## config.mk

```make
export PLATFORM = sky130hd
export DESIGN_NAME = cpu_clock_controller
export DESIGN_NICKNAME = d
export VERILOG_FILES = /design/src/rtl/cpu_clk_pkg.sv /design/src/rtl/step_debouncer.sv /design/src/rtl/cpu_clock_controller.sv
export SDC_FILE = /design/constraint.sdc
export NUM_CORES = 1
export LEC_CHECK = 0
export ABC_AREA = 1
export CORE_ASPECT_RATIO = 1.5
export CORE_MARGIN = 3
export CORE_UTILIZATION = 60
export CTS_CLUSTER_DIAMETER = 120
export DETAILED_ROUTE_END_ITERATION = 6
export PLACE_DENSITY = 0.78
export SYNTH_ARGS = -nofsm -noshare
export SYNTH_HDL_FRONTEND = slang
export SYNTH_HIERARCHICAL = 1
export SYNTH_SLANG_ARGS = --single-unit
```

## constraint.sdc

```tcl
create_clock -name clk_50MHz -period 2.8 [get_ports clk_50MHz]
set_input_delay 0.56 -clock clk_50MHz [delete_from_list [all_inputs] [get_ports clk_50MHz]]
set_output_delay 0.56 -clock clk_50MHz [all_outputs]
set_load 0.02 [all_outputs]
```

## src/rtl/cpu_clk_pkg.sv

```systemverilog
// Shared encodings for the CPU clock controller: FSM states and mode-switch values.
package cpu_clk_pkg;

    typedef enum logic [2:0] {
        IDLE      = 3'd0,
        STEP_WAIT = 3'd1,
        SLOW      = 3'd2,
        FAST      = 3'd3,
        TRAPPED   = 3'd4
    } cpu_state_e;

    localparam logic [1:0] MODE_HALT = 2'b00;
    localparam logic [1:0] MODE_STEP = 2'b01;
    localparam logic [1:0] MODE_SLOW = 2'b10;
    localparam logic [1:0] MODE_FAST = 2'b11;

    // Running state requested by the mode switches.
    function automatic cpu_state_e mode_to_state(input logic [1:0] mode);
        cpu_state_e st;
        case (mode)
            MODE_STEP: st = STEP_WAIT;
            MODE_SLOW: st = SLOW;
            MODE_FAST: st = FAST;
            default:   st = IDLE;
        endcase
        return st;
    endfunction

endpackage

```

## src/rtl/step_debouncer.sv

```systemverilog
// Push-button conditioner: two-flop synchroniser, stability counter, and a
// one-cycle pulse on each accepted rising edge of the button level.
module step_debouncer #(
    parameter int DEBOUNCE_CYCLES = 1_000_000
) (
    input  logic clk_50MHz,
    input  logic reset,
    input  logic btn_raw,
    output logic btn_rise
);

    localparam int CNT_W = (DEBOUNCE_CYCLES > 1) ? $clog2(DEBOUNCE_CYCLES) : 1;
    localparam logic [CNT_W-1:0] CNT_LAST = CNT_W'(DEBOUNCE_CYCLES - 1);

    logic             sync1_q, sync1_d;
    logic             sync2_q, sync2_d;
    logic             stable_q, stable_d;
    logic [CNT_W-1:0] cnt_q, cnt_d;
    logic             rise_q, rise_d;

    // Accept a new level only after it has differed from the stable level for
    // DEBOUNCE_CYCLES consecutive cycles; any return to the old level restarts.
    always_comb begin
        sync1_d  = btn_raw;
        sync2_d  = sync1_q;
        stable_d = stable_q;
        cnt_d    = '0;
        rise_d   = 1'b0;
        if (sync2_q != stable_q) begin
            if (cnt_q == CNT_LAST) begin
                stable_d = sync2_q;
                rise_d   = sync2_q;
            end else begin
                cnt_d = cnt_q + 1'b1;
            end
        end
    end

    // Register the synchroniser, stability state and edge pulse.
    always_ff @(posedge clk_50MHz) begin
        if (reset) begin
            sync1_q  <= 1'b0;
            sync2_q  <= 1'b0;
            stable_q <= 1'b0;
            cnt_q    <= '0;
            rise_q   <= 1'b0;
        end else begin
            sync1_q  <= sync1_d;
            sync2_q  <= sync2_d;
            stable_q <= stable_d;
            cnt_q    <= cnt_d;
            rise_q   <= rise_d;
        end
    end

    assign btn_rise = rise_q;

endmodule

```

## src/rtl/cpu_clock_controller.sv

```systemverilog
// CPU clock-enable sequencer: halt / single-step / slow / fast modes, halt trap,
// registered one-cycle enable pulses and a count of pulses issued.
module cpu_clock_controller
    import cpu_clk_pkg::*;
#(
    parameter int SLOW_DIV        = 50_000_000,
    parameter int DIV_WIDTH       = 26,
    parameter int DEBOUNCE_CYCLES = 1_000_000,
    parameter int TICK_WIDTH      = 16
) (
    input  logic                  clk_50MHz,
    input  logic                  reset,
    input  logic [1:0]            mode,
    input  logic                  step_btn,
    input  logic                  halt_req,
    output logic                  cpu_clk_en,
    output logic [2:0]            state,
    output logic [TICK_WIDTH-1:0] tick_count
);

    localparam logic [DIV_WIDTH-1:0] DIV_LAST = DIV_WIDTH'(SLOW_DIV - 1);

    cpu_state_e            state_q, state_d;
    logic [DIV_WIDTH-1:0]  div_q, div_d;
    logic                  cpu_clk_en_q, cpu_clk_en_d;
    logic [TICK_WIDTH-1:0] tick_q, tick_d;
    logic                  btn_rise;

    step_debouncer #(
        .DEBOUNCE_CYCLES(DEBOUNCE_CYCLES)
    ) u_step_debouncer (
        .clk_50MHz(clk_50MHz),
        .reset    (reset),
        .btn_raw  (step_btn),
        .btn_rise (btn_rise)
    );

    // Next state: halt traps from running states; TRAPPED waits for the halt mode.
    always_comb begin
        state_d = state_q;
        case (state_q)
            IDLE:                  state_d = mode_to_state(mode);
            STEP_WAIT, SLOW, FAST: state_d = halt_req ? TRAPPED : mode_to_state(mode);
            TRAPPED:               state_d = (mode == MODE_HALT) ? IDLE : TRAPPED;
            default:               state_d = IDLE;
        endcase
    end

    // Divide counter restarts on every state change and only runs in SLOW.
    always_comb begin
        div_d = '0;
        if (state_d == state_q && state_q == SLOW && div_q != DIV_LAST) begin
            div_d = div_q + 1'b1;
        end
    end

    // Enable pulse: suppressed on any state change, so FAST starts one edge late.
    always_comb begin
        cpu_clk_en_d = 1'b0;
        if (state_d == state_q) begin
            case (state_q)
                STEP_WAIT: cpu_clk_en_d = btn_rise;
                SLOW:      cpu_clk_en_d = (div_q == DIV_LAST);
                FAST:      cpu_clk_en_d = 1'b1;
                default:   cpu_clk_en_d = 1'b0;
            endcase
        end
    end

    // Count every cycle in which the enable is high; wraps naturally.
    always_comb begin
        tick_d = tick_q + {{(TICK_WIDTH-1){1'b0}}, cpu_clk_en_q};
    end

    // State, divider, enable and tick registers with synchronous reset.
    always_ff @(posedge clk_50MHz) begin
        if (reset) begin
            state_q      <= IDLE;
            div_q        <= '0;
            cpu_clk_en_q <= 1'b0;
            tick_q       <= '0;
        end else begin
            state_q      <= state_d;
            div_q        <= div_d;
            cpu_clk_en_q <= cpu_clk_en_d;
            tick_q       <= tick_d;
        end
    end

    assign cpu_clk_en = cpu_clk_en_q;
    assign state      = state_q;
    assign tick_count = tick_q;

endmodule

```

; Yosys cells after proc, flatten, opt, wreduce, memory -nomap -nowiden
; Cells that the tools add are included.
[classes]
addsub = 3
n_eq_ne = 12
n_mux = 5
n_bitwise = 4
reduce_logical = 10
[ops]
columns = cell, count
row1 = $add A26 B1 Y26 const B, 1
row2 = $eq A26 B26 Y1 const B, 1
row3 = $ne A26 B26 Y1 const B, 1
row4 = $add A20 B1 Y20 const B, 1
row5 = $eq A20 B20 Y1 const B, 1
row6 = $add A16 B1 Y16, 1
row7 = $pmux W3 S3, 1
row8 = $reduce_or A3 Y1, 3
row9 = $eq A3 B2 Y1 const B, 2
row10 = $mux W3, 2
row11 = $pmux W2 S3, 1
row12 = $eq A2 B2 Y1 const B, 2
row13 = $not A1 Y1, 4
row14 = $reduce_or A2 Y1, 2
row15 = $eq A3 B1 Y1 const B, 1
row16 = $eq A3 B3 Y1, 1
row17 = $eq A3 B3 Y1 const B, 1
row18 = $logic_not A3 Y1, 1
row19 = $pmux W1 S3, 1
row20 = $eq A2 B1 Y1 const B, 1
row21 = $logic_and A1 B1 Y1, 2
row22 = $logic_not A2 Y1, 1
row23 = $reduce_and A2 Y1, 1
row24 = $ne A1 B1 Y1, 1
[word_totals]
register_bits = 70
inputBits = 6
wordCells = 43

; Depth between registers and ports, before layout
; Gate-level depths: netlist of run 1.
[logic_depth]
depth_word = 9
ltp_mapped = 10

; Modules after synthesis
; The synthesis of run 1 kept the hierarchy.
[modules_own_cells]
columns = module, n_inst, cells_each, area_per_inst_um2, seq_area_each_um2
row1 = cpu_clock_controller, 1, 372, 2566.2, 920.9
row2 = step_debouncer, 1, 171, 1199.9, 480.5

; Least setup slack after synthesis of run 1
; No wires, ideal clock.
[synth_path]
path_type = register to register
from = register tick_q[0], in the netlist tick_count[0]
to = register tick_q[10], in the netlist tick_count[10]
arrival_ns = 1.558
path_slack_ns = 1.125
stages_incl_launch_ff = 10
path_buffers = 0
period_less_slack_ns = 1.675
cell_sequence = dfxtp_1 -> ha_1 -> ha_1 -> nand2_1 -> nor2_1 -> inv_1 -> nor3_1 -> nand2_1 -> nand2_1 -> a21oi_1
[synth_via]
elab_chain_len = 1
[synth_lines]
columns = element, line
row1 = start: declaration, cpu_clock_controller.sv:26  ; logic [TICK_WIDTH-1:0] tick_q, tick_d;
row2 = start signal: assignment, cpu_clock_controller.sv:86  ; tick_q <= tick_d;
row3 = $add A16 B1 Y16, cpu_clock_controller.sv:72  ; tick_d = tick_q + {{(TICK_WIDTH-1){1'b0}}, cpu_clk_en_q};
; No other way between the ends.
; A chain may end at the register's enable or synchronous reset.

; Worst setup path in the final report of run 1
[layout_path]
from = register state_q[0], in the netlist state[0]
to = output port state[0]
[layout_rtl]
columns = element, line
row1 = start: declaration, cpu_clock_controller.sv:23  ; cpu_state_e state_q, state_d;
row2 = start signal: assignment, cpu_clock_controller.sv:83  ; state_q <= state_d;
row3 = end: declaration, cpu_clock_controller.sv:17  ; output logic [2:0] state,
; No word-level cell between the ends.

==> impl_results.md, run 1 <==
* Max-slew headroom at between 60% and 70%
* VDD IR max at 0.343 mV
* WP data required at 2.24 ns
* Synth Instances at 543
* Setup Skew at 0.00975 ns
* Total grt overflow at 0
* Worst Hold End: u_step_debouncer/sync2_q
* Area of the mapped netlist at about 0.0038 mm2
* Reg-to-Reg Start: div_q[0]
* Die area at 0.00728 mm2
* Actual slew at the worst max-slew pin at between 0.4 and 0.5 ns
* Die X at between 70 and 80 um
* Critical Path Source Type: register
* Post-CTS setup buffer count at 0
* Min-delay worst type: reg2reg
* Multi-input combinational cell area at about 0.0020 mm2
* P per Cell Area at 452 mW/mm2
* WS Path Type: reg2out
* Layout fillers at a little under 500
* Min Hold Slack at between 0.4 and 0.5 ns
* Clock root buffer: clkbuf_8
* Worst r2r dst: div_q[4]
* Number of max-cap violations at 0
* Critical path's top delay family: buffers and inverters
* Status: finished clean
* 1st-pass router iterations at 4
* Synth area leader: dfxtp_1
* Critical Path End Type: primary output
* Die Y at 103 um
* Clk slew on worst S/H paths at 0.07 ns
* Clock Sinks at 70
* Max-slew violation count at 0
* CTS tree: yes
* Cells on Worst Hold Path at 2
* GR Util All Layers at 23.1%
* CTS resizes at 0
* Area growth syn-to-layout at 13.0%
* Critical path, cell by cell: clkdlybuf4s50_1
* FF-to-FF path depth at 8
* Vias per Instance at between 5 and 6
* Total Power at just under 2 mW
* GP Congestion at 0.876
* Detailed-route wire length at 7.86 mm
* Number of buffers created by CTS at 9
* TNS Setup at 0 ns
* Via count at 3385
* Dpl hpwl at 5.91 mm
* DR iter-0 viols at 208
* Endpoints failing hold at 0
* Max Clk Rate at 0.489 GHz
* HP Start: u_step_debouncer/sync1_q
* Yosys top cell area share at 37.2%
* Setup slack, reg-to-reg at 0.92 ns
* Crit-path max FO at 7
* Max Root-Sink Buffers at 2
* Port Buffers at 25
* Clk_lat worst skew at 0.35 ns
* First-pass GRT wire length at 13.6 mm
* Minimum clock period at 2.05 ns
* Cell row count at 34
* Number of global-route vias before repair at 3226
* Antenna cell count at 0
* Final Setup Violations at 0
* Register area share after synthesis at 37.2%
* Critical Path AT at 1.49 ns
* Core ar. at 0.00596 mm2
* RSZ-0062 raised after global routing: no
* Synth Net Count at 553
* Post-route DRC at 0
* Yosys reg bits at 70
* Largest cells by area after synthesis: dfxtp_1, nand2_1, nor2_1
* Initial antenna violation count at 0
* Register area at 0.00140 mm2
* Critical-path top delay cell: clkdlybuf4s50_1
* Post-synth cell types at 31
* Largest net degree at the start of global routing at 27
* Leak at roughly 1.5 nW
* Period utilization at 73.1%
* ANT nets after route at 0
* # IOs at 26
* Final nets at 586
* Mean post-synth cell area at between 6 and 7 um2
* Crit path largest cell delay at ~0.69 ns
* Starting Density at approximately 63%
* Final worst slack at 0.754 ns
* Yosys warnings at 6
* Share of cells above drive strength 1 at 11.0%
* CTS Hold Bufs at 0
* Setup WS pre-CTS at about 0.63 ns
* # H-tree levels at 3
* WL per Instance at 12.0 um
* CP bufs+invs at 1
kinds of logic after synthesis:
group / after synthesis / share of synthesized area, %
AOI/OAI and AO/OA: 35 / 5.08
xor gates and xnor gates: 23 / 5.35
adders and majority gates: 4 / 1.33
buffers and inverters: 77 / 8.74
DFF: 70 / 37.2
and+or+nand+nor: 334 / 42.3
cell usage in the layout (no fill, tap or decap), drive strengths merged, types with 11 or more instances in the layout:
cell type and n:
nand4 11, a21oi 23, xnor2 12, dfxtp 70, nand3 41, nor2 129
xor2 11, clkdlybuf4s50 25, nand2 135, inv 74
cell type report:
cell class,count,area share [%]
Sequential cell,70,32.9
Clock buffer,9,2.91
Clock inverter,7,1.73
Multi-Input combinational cell,396,47.8
Tap cell,72,2.12
Timing Repair Buffer,26,6.06
Inverter,73,6.44
registers in the layout, summed over array words and instances (netlist names):
register and count:
u_step_debouncer/stable_q 1, u_step_debouncer/sync2_q 1, div_q 26, cpu_clk_en 1, u_step_debouncer/sync1_q 1, u_step_debouncer/btn_rise 1
state 3, u_step_debouncer/cnt_q 20, tick_count 16
synthesized netlist by cell type, drive strengths merged:
cell,number
o21a,1
a21oi,23
nor3,9
nand3b,4
o211ai,1
nand2,135
clkbuf,1
ha,4
nor2,129
xnor2,12
inv,73
dfxtp,70
xor2,11
a211oi,1
nand3,41
buf,3
and2,3
or2,2
o21bai,2
nand4,11
o21ai,7
per-layer routing:
layer / GRT usage [%] / routed length [um] / share of wire, %
met1: 26.8 / 3270 / 42
met4: 10.3 / 199 / 2.5
met5: 0 / 0 / 0
met3: 5.66 / 294 / 3.7
met2: 40.1 / 4090 / 52
report_power, final:
part / internal, mW / switching (mW)
registers: 1.00 / 0.00824
logic: 0.0357 / 0.0634
clock network: 0.414 / 0.399
total: 1.45 / 0.471
per-stage QoR:
step,instance area [um2],utilization [%],std cells
final,4260,71.5,653
after global routing,4260,71.5,653
after CTS,4260,71.5,653
after detailed placement,4060,68.2,637
after global placement,4060,68.2,637
after floorplan,3770,-,543
worst max-delay path by stage:
stage,startpoint,end,depth (start not counted)
final,state[0],state[0],1
after global routing,state[0],state[0],1
after CTS,state[0],state[0],1
after detailed placement,mode[0],div_q[4],9
after global placement,mode[0],div_q[4],9
after floorplan,tick_count[0],tick_count[10],9
Power figures use the tool's default switching activity.
==> inputs of run 2 (changes only) <==
--- a/config.mk
+++ b/config.mk
@@ -8,10 +8,10 @@
 export ABC_AREA = 1
 export CORE_ASPECT_RATIO = 1.5
 export CORE_MARGIN = 3
-export CORE_UTILIZATION = 60
+export CORE_UTILIZATION = 59
 export CTS_CLUSTER_DIAMETER = 120
 export DETAILED_ROUTE_END_ITERATION = 6
-export PLACE_DENSITY = 0.78
+export PLACE_DENSITY = 0.77
 export SYNTH_ARGS = -nofsm -noshare
 export SYNTH_HDL_FRONTEND = slang
 export SYNTH_HIERARCHICAL = 1
==> constraint.sdc (replaced) <==
create_clock -name clk_50MHz -period 1.9 [get_ports clk_50MHz]
set_input_delay 0.38 -clock clk_50MHz [delete_from_list [all_inputs] [get_ports clk_50MHz]]
set_output_delay 0.38 -clock clk_50MHz [all_outputs]
set_load 0.02 [all_outputs]
==> impl_results.md, run 2 (same netlist as run 1, synthesis figures left out) <==
* Status: finished clean
* Met3 GRT Util at 5.32%
* Leak at 1.50 nW
* First-pass GRT wire length at 14.3 mm
* Number of max-cap violations at 0
* Die X at 71.2 um
* Cell row count at 35
* Endpoints failing hold at 0
* Share of cells above drive strength 1 at a little under an eighth
* Max-slew violation count at 0
* Starting Density at 61.0%
* Via count at between 3000 and 4000
* Initial antenna violation count at 0
* Commonest non-fill, non-tap cell in the layout: nand2_1
* Period utilization at between 90 and 100%
* Minimum clock period at 1.83 ns
* Die Y at just over 100 um
* WL per Instance at 12.0 um
* # IOs at 26
* VDD IR max at 0.531 mV
* CTS tree: yes
* Critical Path AT at 1.45 ns
* Post-CTS setup buffer count at 0
* Final Setup Violations at 0
* Critical path, cell by cell: clkdlybuf4s50_1
* DR iter-0 viols at about 190
* Detailed-route wire length at 7.90 mm
* Gr busiest metal: met2
* Number of global-route vias before repair at 3382
* Dpl hpwl at 6.00 mm
* Commonest cells after routing, fill and taps aside: nand2_1, nor2_1, dfxtp_1
* Largest Register: div_q
* Final worst slack at 0.0714 ns
* P per Cell Area at 666 mW/mm2
* GR Util All Layers at 23.6%
* RSZ-0062 raised after global routing: no
* Critical-path top delay cell: clkdlybuf4s50_1
* Clk slew on worst S/H paths at 0.07 ns
* Total Power at 2.87 mW
* Die area at 0.00740 mm2
* Vias per Instance at 5.05
* Core ar. at 0.00617 mm2
* Clk_lat worst skew at roughly 0.35 ns
* Port Buffers at 25
* Critical Path Source Type: register
* GP Congestion at around 0.97
* Largest register FFs at 26
* Crit-path max FO at 6
* TNS Setup at 0 ns
* Setup WS pre-CTS at -0.00357 ns
* 1st-pass router iterations at 4
* Clock Sinks at 70
* WP data required at 1.52 ns
* Antenna cell count at 0
* ANT nets after route at 0
* Cell count after placement at between 600 and 700
* Met2 GRT Util at between 40% and 50%
* Number of buffers created by CTS at 9
* Max Clk Rate at 0.547 GHz
* Clock root buffer: clkbuf_8
* Final core utilization at a little over two thirds
* Critical path's top delay family: buffers and inverters
* Largest net degree at the start of global routing at 20
* Max-slew headroom at 65.8%
* Routing usage on met1 at 25.4%
* Area growth syn-to-layout at 14.6%
* Critical Path End Type: primary output
* Post-route DRC at 0
* WS Path Type: reg2out
* Total grt overflow at 0
* Min-delay worst type: reg2reg
* Actual slew at the worst max-slew pin at 0.509 ns
* Max Root-Sink Buffers at 2
* Setup Skew at about 0.012 ns
* Post-route insts no fill at 659
* Final nets at 590
* # H-tree levels at 3
* CP bufs+invs at 1
* Crit path largest cell delay at 0.66 ns
run 2: changes by cell type in the layout (fill, tap and decap cells not counted):
cell	change
buf_4	+3
clkinv_2	-2
clkinvlp_4	+2
buf_12	+1
clkbuf_8	+1
clkdlybuf4s50_1	-1
clkinv_4	-1
dlymetal6s2s_1	+1
run 2: layer usage:
layer,up-vias,wire length (um)
met2,67,4290
li1,1760,-
met5,-,0
met4,0,161
met1,1482,3230
met3,16,227
run 2: layout make-up:
class	count	area, um2
Clock buffer	10	138
Sequential cell	70	1400
Timing Repair Buffer	30	303
Fill cell	543	1860
Clock inverter	6	70.1
Tap cell	74	92.6
Multi-Input combinational cell	396	2040
Inverter	73	274
run 2: final timing paths:
check,to,start,depth (start not counted),slack (ns)
max,tick_count[9],tick_count[9],1,0.07
min,u_step_debouncer/sync2_q,u_step_debouncer/sync1_q,2,0.41
max reg2reg,div_q[1],div_q[0],9,0.18
min reg2reg,u_step_debouncer/sync2_q,u_step_debouncer/sync1_q,2,0.41
run 2: worst register-to-register path, cell delays in order (launching register included):
cell and delay, ns:
dfxtp_1 0.36, ha_1 0.21, nand3_2 0.16, nor2_4 0.21, nand3_2 0.09, nor2_2 0.13
nor2_1 0.08, nand2_4 0.12, buf_12 0.19, nor2_1 0.07
run 2: stage by stage:
stage                     hold WS, ns  cell area (um2)
after CTS                       0.410             4310
after detailed placement        0.400             4100
final                           0.411             4310
after global routing            0.459             4310
after floorplan                 0.388             3770
after global placement          0.408             4100
run 2: timing repair:
action                     4_1_cts  5_1_grt
gates resized for setup          0        1
setup endpoints to repair        0        1
hold buffers                     0        0
hold endpoints to repair         0        0
run 2: power breakdown:
group	total, mW	internal [mW]	switching [mW]	leakage (nW)
logic	0.153	0.0571	0.0960	0.838
clock network	1.23	0.648	0.583	0.0951
registers	1.49	1.48	0.0130	0.565
total	2.87	2.18	0.692	1.50
